===== config.mk =====
export PLATFORM = sky130hd
export DESIGN_NAME = decodificador_gray_flat
export DESIGN_NICKNAME = d
export VERILOG_FILES = /design/src/rtl/decodificador_gray_pkg.sv /design/src/rtl/decodificador_gray_if.sv /design/src/rtl/decodificador_gray_sync_edge_detect.sv /design/src/rtl/decodificador_gray.sv /design/src/flat_wrapper.sv
export SDC_FILE = /design/constraint.sdc
export NUM_CORES = 1
export LEC_CHECK = 0
export CORE_MARGIN = 3
export CORE_UTILIZATION = 50
export CTS_BUF_LIST = sky130_fd_sc_hd__clkbuf_2
export CTS_CLUSTER_DIAMETER = 40
export DETAILED_ROUTE_END_ITERATION = 8
export GPL_TIMING_DRIVEN = 0
export PLACE_DENSITY = 0.78
export SLEW_MARGIN = 0
export SYNTH_ARGS = -nofsm -noshare
export SYNTH_HDL_FRONTEND = slang
export SYNTH_SLANG_ARGS = --single-unit

===== constraint.sdc =====
create_clock -name clk -period 4.2 [get_ports clk]
set_clock_uncertainty 0.2 [all_clocks]
set_input_delay 0.63 -clock clk [delete_from_list [all_inputs] [get_ports clk]]
set_output_delay 0.63 -clock clk [all_outputs]
set_load 0.02 [all_outputs]

===== src/rtl/decodificador_gray_pkg.sv =====
// Shared definitions for the 4-bit reflected-Gray coding link.
// The Gray encoder is also the golden model for the matching encoder and its benches.
package codificador_pkg;

   localparam int CODE_W = 4;

   typedef enum logic {
      IDLE,
      SHIFT
   } state_t;

   function automatic logic [CODE_W-1:0] gray_enc(input logic [CODE_W-1:0] n);
      return n ^ (n >> 1);
   endfunction

endpackage


===== src/rtl/decodificador_gray_if.sv =====
// Link-side bundle: encoder code word and strobe in, decoded word and status out.
// The master modport is the encoder or bench side; the slave modport is the decoder side.
interface decodificador_gray_if #(
   parameter int CNT_W = 4
);
   import codificador_pkg::*;

   logic             i_s3;
   logic             i_s2;
   logic             i_s1;
   logic             i_s0;
   logic             i_ready;
   logic             o_a;
   logic             o_b;
   logic             o_c;
   logic             o_d;
   logic             o_valid;
   logic             o_busy;
   logic             o_overrun;
   logic [CNT_W-1:0] o_count;

   modport master (
      output i_s3, i_s2, i_s1, i_s0, i_ready,
      input  o_a, o_b, o_c, o_d, o_valid, o_busy, o_overrun, o_count
   );

   modport slave (
      input  i_s3, i_s2, i_s1, i_s0, i_ready,
      output o_a, o_b, o_c, o_d, o_valid, o_busy, o_overrun, o_count
   );

endinterface


===== src/rtl/decodificador_gray_sync_edge_detect.sv =====
// Brings the unclocked ready strobe into the clk domain and flags its rising edge.
// rise is a one-cycle pulse while the synchronized level is newly high.
module sync_edge_detect #(
   parameter int SYNC_STAGES = 2
) (
   input  logic clk,
   input  logic reset,
   input  logic i_async,
   output logic o_rise
);
   logic [SYNC_STAGES-1:0] r_sync;
   logic                   r_prev;
   logic                   w_sync_out;

   assign w_sync_out = r_sync[SYNC_STAGES-1];
   assign o_rise     = w_sync_out & ~r_prev;

   always_ff @(posedge clk or negedge reset) begin
      if (!reset) begin
         r_sync <= '0;
         r_prev <= 1'b0;
      end else begin
         r_sync <= {r_sync[SYNC_STAGES-2:0], i_async};
         r_prev <= w_sync_out;
      end
   end

endmodule


===== src/rtl/decodificador_gray.sv =====
// Receiving end of the Gray link: captures S3..S0 on a synchronized ready rise and
// decodes it one bit per cycle into A..D, then pulses valid for one cycle.
//
// state | meaning
// IDLE  | waiting for a ready rise; captures the code word when one arrives
// SHIFT | decoding, one output bit per cycle, idx 0..3 (MSB first)
module decodificador_gray #(
   parameter int SYNC_STAGES = 2,
   parameter int CNT_W       = 4
) (
   input  logic                 clk,
   input  logic                 reset,
   decodificador_gray_if.slave  bus
);
   import codificador_pkg::*;

   state_t              r_state;
   logic [CODE_W-1:0]   r_code;
   logic [CODE_W-1:0]   r_work;
   logic [1:0]          r_idx;
   logic [CODE_W-1:0]   r_abcd;
   logic                r_valid;
   logic                r_overrun;
   logic [CNT_W-1:0]    r_count;
   logic                w_rise;
   logic                w_bit;

   sync_edge_detect #(
      .SYNC_STAGES (SYNC_STAGES)
   ) u_sync (
      .clk     (clk),
      .reset   (reset),
      .i_async (bus.i_ready),
      .o_rise  (w_rise)
   );

   // Work reg is cleared at capture, so its LSB is 0 for the first (MSB) bit.
   assign w_bit = r_work[0] ^ r_code[~r_idx];

   always_ff @(posedge clk or negedge reset) begin
      if (!reset) begin
         r_state   <= IDLE;
         r_code    <= '0;
         r_work    <= '0;
         r_idx     <= '0;
         r_abcd    <= '0;
         r_valid   <= 1'b0;
         r_overrun <= 1'b0;
         r_count   <= '0;
      end else begin
         r_valid <= 1'b0;
         case (r_state)
            IDLE: begin
               if (w_rise) begin
                  r_code  <= {bus.i_s3, bus.i_s2, bus.i_s1, bus.i_s0};
                  r_work  <= '0;
                  r_idx   <= '0;
                  r_state <= SHIFT;
               end
            end
            SHIFT: begin
               if (w_rise) begin
                  r_overrun <= 1'b1;
               end
               r_work <= {r_work[CODE_W-2:0], w_bit};
               r_idx  <= r_idx + 2'd1;
               if (r_idx == 2'd3) begin
                  r_abcd  <= {r_work[CODE_W-2:0], w_bit};
                  r_valid <= 1'b1;
                  r_count <= r_count + 1'b1;
                  r_state <= IDLE;
               end
            end
            default: r_state <= IDLE;
         endcase
      end
   end

   assign bus.o_a       = r_abcd[3];
   assign bus.o_b       = r_abcd[2];
   assign bus.o_c       = r_abcd[1];
   assign bus.o_d       = r_abcd[0];
   assign bus.o_valid   = r_valid;
   assign bus.o_busy    = (r_state != IDLE);
   assign bus.o_overrun = r_overrun;
   assign bus.o_count   = r_count;

endmodule


===== src/flat_wrapper.sv =====
// flat-port wrapper written by rule: the top's interface ports become plain ports
module decodificador_gray_flat import codificador_pkg::*;
#(
   parameter int SYNC_STAGES = 2,
   parameter int CNT_W       = 4
)
  (clk, reset, bus_i_s3, bus_i_s2, bus_i_s1, bus_i_s0, bus_i_ready, bus_o_a, bus_o_b, bus_o_c, bus_o_d, bus_o_valid, bus_o_busy, bus_o_overrun, bus_o_count);
  decodificador_gray_if #(.CNT_W(CNT_W)) bus_i ();
  input  logic clk;
  input  logic reset;
  input wire logic [$bits(bus_i.i_s3)-1:0] bus_i_s3;
  input wire logic [$bits(bus_i.i_s2)-1:0] bus_i_s2;
  input wire logic [$bits(bus_i.i_s1)-1:0] bus_i_s1;
  input wire logic [$bits(bus_i.i_s0)-1:0] bus_i_s0;
  input wire logic [$bits(bus_i.i_ready)-1:0] bus_i_ready;
  output wire logic [$bits(bus_i.o_a)-1:0] bus_o_a;
  output wire logic [$bits(bus_i.o_b)-1:0] bus_o_b;
  output wire logic [$bits(bus_i.o_c)-1:0] bus_o_c;
  output wire logic [$bits(bus_i.o_d)-1:0] bus_o_d;
  output wire logic [$bits(bus_i.o_valid)-1:0] bus_o_valid;
  output wire logic [$bits(bus_i.o_busy)-1:0] bus_o_busy;
  output wire logic [$bits(bus_i.o_overrun)-1:0] bus_o_overrun;
  output wire logic [$bits(bus_i.o_count)-1:0] bus_o_count;
  assign bus_i.i_s3 = bus_i_s3;
  assign bus_i.i_s2 = bus_i_s2;
  assign bus_i.i_s1 = bus_i_s1;
  assign bus_i.i_s0 = bus_i_s0;
  assign bus_i.i_ready = bus_i_ready;
  assign bus_o_a = bus_i.o_a;
  assign bus_o_b = bus_i.o_b;
  assign bus_o_c = bus_i.o_c;
  assign bus_o_d = bus_i.o_d;
  assign bus_o_valid = bus_i.o_valid;
  assign bus_o_busy = bus_i.o_busy;
  assign bus_o_overrun = bus_i.o_overrun;
  assign bus_o_count = bus_i.o_count;
  decodificador_gray #(.SYNC_STAGES(SYNC_STAGES), .CNT_W(CNT_W)) u_core (.clk(clk), .reset(reset), .bus(bus_i));
endmodule

# Word-level counts from Yosys, hierarchy flattened
# Index checks and enable logic that the tools add are counted.
[word_totals]
regBits = 23
in_bits = 7
output_inout_bits = 11
word_cells = 34
[classes]
n_addsub = 2
magnitude_cmp = 1
eq_ne = 2
mux = 11
bitwise_logic = 5
reduce_logical = 3
[ops]
columns = ["operator", "count"]
rows = [
  ["$pmux 3 s2", 1],
  ["$reduce_and 2->1", 3],
  ["$mux 1", 5],
  ["$add 4x1->4 const B", 1],
  ["$pmux 2 s2", 1],
  ["$lt 2x3->1 const B", 1],
  ["$mux 3", 1],
  ["$add 2x1->2 const B", 1],
  ["$bmux 1 s2", 1],
  ["$eq 2x2->1 const B", 1],
  ["$mux 2", 1],
  ["$ne 2x2->1 const B", 1],
  ["$not 1->1", 2],
  ["$not 2->2", 1],
  ["$pmux 1 s2", 1],
  ["$and 1x1->1", 1],
  ["$xor 1x1->1", 1],
]

# Depth between registers and ports, before layout
[depth]
word_depth = 5
depth_mapped = 5
ltp_nobuf = 5

# By module
# From an unflattened synthesis, not the netlist that was laid out.
[unflattened]
cells_unflattened = 59
area_unflattened_um2 = 893.4
[by_module_without_submodules]
columns = ["module", "n_inst", "cells_per_inst", "area_each_um2"]
rows = [
  ["decodificador_gray", 1, 55, 804.5],
  ["sync_edge_detect", 1, 4, 88.8],
]

# Worst setup path before layout
# OpenSTA, ideal clock, no wires.
[synth_timing]
path_kind = "register to register"
start = "reg u_core.r_idx[0]"
end = "reg u_core.r_count[1] (netlist: u_core.bus.o_count[1])"
setup_time_ns = 0.125
arrival_time_ns = 1.158
required_time_ns = 3.875
setup_slack_ns = 2.718
stages_incl_launch_ff = 5
n_path_buf = 0
path_cell_list = "dfrtp_1 > ha_1 > nand2_1 > inv_1 > mux2_2"
[synth_between]
elab_chain_cells = 2
[synth_lines]
columns = ["item", "line_no", "source"]
rows = [
  ["from (decl)", "decodificador_gray.sv:20", "logic [1:0] r_idx;"],
  ["from (signal assigned)", "decodificador_gray.sv:66", "r_idx <= r_idx + 2'd1;"],
  ["$eq 2x2->1", "decodificador_gray.sv:67", "if (r_idx == 2'd3) begin"],
  ["$reduce_and 2->1 (no line)", "--", ""],
  ["to (signal assigned)", "decodificador_gray.sv:70", "r_count <= r_count + 1'b1;"],
  ["to (decl)", "decodificador_gray.sv:24", "logic [CNT_W-1:0] r_count;"],
]
# No other way between the ends.
# A chain may end at the register's enable or synchronous reset.

# Final worst setup path
[layout_timing]
start = "reg u_core.r_count[0] (netlist: u_core.bus.o_count[0])"
end = "out bus_o_count[0]"
[layout_lines]
columns = ["item", "line_no", "source"]
rows = [
  ["to (decl)", "flat_wrapper.sv:23", "output wire logic [$bits(bus_i.o_count)-1:0] bus_o_count;"],
]
# No word-level cell between the ends.

==> metrics.txt <==
CTS sink cnt 23; Rel. slew slack 35.2%; drt total wl 1.44 mm; Worst-path clk slew approximately 210 ps; Core ar. 1580 µm²; CTS tree done; Final Hold Violating Endpoints 0; Root Driver clkbuf_2; Post-Syn Area 882 µm²; register area share after synthesis 65.2%; Pleak between 0.0004 and 0.0005 µW; most frequent cells in the layout dfrtp_1, clkdlybuf4s50_1, nand2_1, mux2_2; unrepaired setup endpoints after global routing no; Pre-antenna DRT Iters 2; crit path launch type register; vias in the first global route about 550; Final Power 834 µW; initial antenna violation count 0; post-CTS setup buffer count 0; Ys Warns 0; worst setup path endpoint bus_o_count[0]; final RePlAce weighted congestion 0.658; worst reg-to-reg path cell count 4; critical path depth in cells 1; Crit. End Element output pin; Total Neg Setup Slack 0 ps; Min Clock Period, post-route 2270 ps; f_max 441 MHz; R2R Setup Slk around 2600 ps; Port Buf Inserts 17; library cells used by synthesis 17; dpl hpwl 1.06 mm; fin nets 95; Crit path buffers/inverters 1; most common cell after layout, fill and taps aside dfrtp_1; PostCTS Resize Cnt 0; Die Span X 48 µm; initial core utilization 56.0%; CTS Buf Count 3; later-pin clock latency in the skew report 330 ps; CP required 3370 ps; largest net degree at the start of global routing 24; Largest delay share family, worst path buffers and inverters; critical path class register to output pin; critical-path cell list clkdlybuf4s50_1; die area 2300 µm²; FF+latch count, synth 23; Worst Path Arrival between 1000 and 1500 ps; Die Y-Extent 48 µm; first-pass GRT wire length 2.47 mm; total congestion overflow 0; CTS H-tree lvls 1; post-DR vias/cell 5.32; status finished clean; Antenna Cells 0; Min-Delay Path Class register to register; layout cells sized above 1 16.5%; Max VDD drop 0.443 mV; Power Density 762 nW/µm²; crit-path max FO 4; Tcrit/Tclk final 54.0%; slowest CP cell clkdlybuf4s50_1; Cell Rows 14; IO Count 18; CP Launch Point u_core.bus.o_count[0]$_DFFE_PN0P_; Final Setup Violations 0; GRT Overall Usage about 16%; DRC Markers 0; crit-path max cell delay approximately 630 ps; RR Startpoint u_core.r_idx[0]$_DFFE_PN0P_; Synth Instances 64; worst slew pin tran 968 ps; Post-CTS Hold Fix Bufs 0; average size of a mapped cell 13.8 µm²; DRT antenna net count 0; Area Overhead vs Synth 24.1%; Post-Synthesis Net Count 73; CTS Buffer Depth 2; RR Endpoint u_core.r_abcd[3]$_DFFE_PN0P_; DRT iter0 DRCs 3; max_cap viols 0; Max Slew Vio Count 0; Routed wire per std cell between 10 and 15 µm; via count between 500 and 600
## power breakdown
group | switching [µW] | total (µW) | internal (µW)
Clock | 68.0 | 90.1 | 22.1
Combinational | 168 | 366 | 197
Sequential | 67.2 | 379 | 311
Total | 304 | 834 | 531
## worst min path at each step
stage	startpoint	end	slack, ps	cells after the start
floorplan	reset	u_core.bus.o_busy$_DFF_PN0_	130	0
global placement	u_core.u_sync.r_sync[0]$_DFF_PN0_	u_core.u_sync.r_sync[1]$_DFF_PN0_	140	0
detailed placement	u_core.u_sync.r_sync[0]$_DFF_PN0_	u_core.u_sync.r_sync[1]$_DFF_PN0_	140	0
CTS	u_core.u_sync.r_sync[0]$_DFF_PN0_	u_core.u_sync.r_sync[1]$_DFF_PN0_	190	0
global route	u_core.u_sync.r_sync[0]$_DFF_PN0_	u_core.u_sync.r_sync[1]$_DFF_PN0_	210	0
finish	u_core.u_sync.r_sync[0]$_DFF_PN0_	u_core.u_sync.r_sync[1]$_DFF_PN0_	190	0
## cell families (layout without fill, tap and decap cells)
group | after synthesis | count (layout) | share of synthesized area [%]
DFF | 23 | 23 | 65.2
xor gates and xnor gates | 4 | 4 | 4.82
AOI/OAI and AO/OA | 5 | 5 | 3.12
adders and majority gates | 2 | 2 | 2.84
and+or+nand+nor | 17 | 17 | 8.09
muxes | 11 | 11 | 15.0
buffers and inverters | 2 | 23 | 0.850
## metal layers
metal	share of wire, %	wire (µm)	global-route usage, %
met2	51	741	26.6
met3	4.0	57	3.38
met4	1.2	17	9.68
met1	43	626	19.2
met5	0	0	0
## Yosys cell counts, drive strengths merged
cell type	number	share of area, %
o21ai	4	2.3
nand2b	1	0.71
nand4	1	0.71
inv	1	0.43
nor2b	1	0.71
mux4	1	2.6
ha	2	2.8
a21o	1	0.85
clkbuf	1	0.43
mux2i	2	2.3
xnor2	4	4.8
nand2	11	4.7
mux2	8	10
dfrtp	23	65
nor2	3	1.3
## state kept, by name (all words and copies together), names as in the netlist
name / cells
u_core.u_sync.r_sync: 2
u_core.r_abcd: 4
u_core.r_work: 3
u_core.bus.o_busy: 1
u_core.bus.o_overrun: 1
u_core.r_idx: 2
u_core.bus.o_valid: 1
u_core.u_sync.r_prev: 1
u_core.bus.o_count: 4
u_core.r_code: 4
## through the flow
step | hold slack (ps) | std cells | setup slack, ps | cell area (µm²) | util, %
finish | 188 | 101 | 1930 | 1090 | 69.4
floorplan | 131 | 64 | 2720 | 882 | -
detailed placement | 137 | 97 | 2130 | 1070 | 68.0
global placement | 142 | 97 | 2140 | 1070 | 68.0
global route | 206 | 101 | 1850 | 1090 | 69.4
CTS | 190 | 101 | 1920 | 1090 | 69.4
## layout make-up
cell class | instances | area [µm²]
Buffer | 1 | 3.75
Fill cell | 122 | 482
Tap cell | 16 | 20.0
Inverter | 1 | 3.75
Clock buffer | 3 | 15.0
Timing Repair Buffer | 17 | 170
Multi-Input combinational cell | 39 | 299
Sequential cell | 23 | 576
Clock inverter | 1 | 7.51
Power figures use the tool's default switching activity.
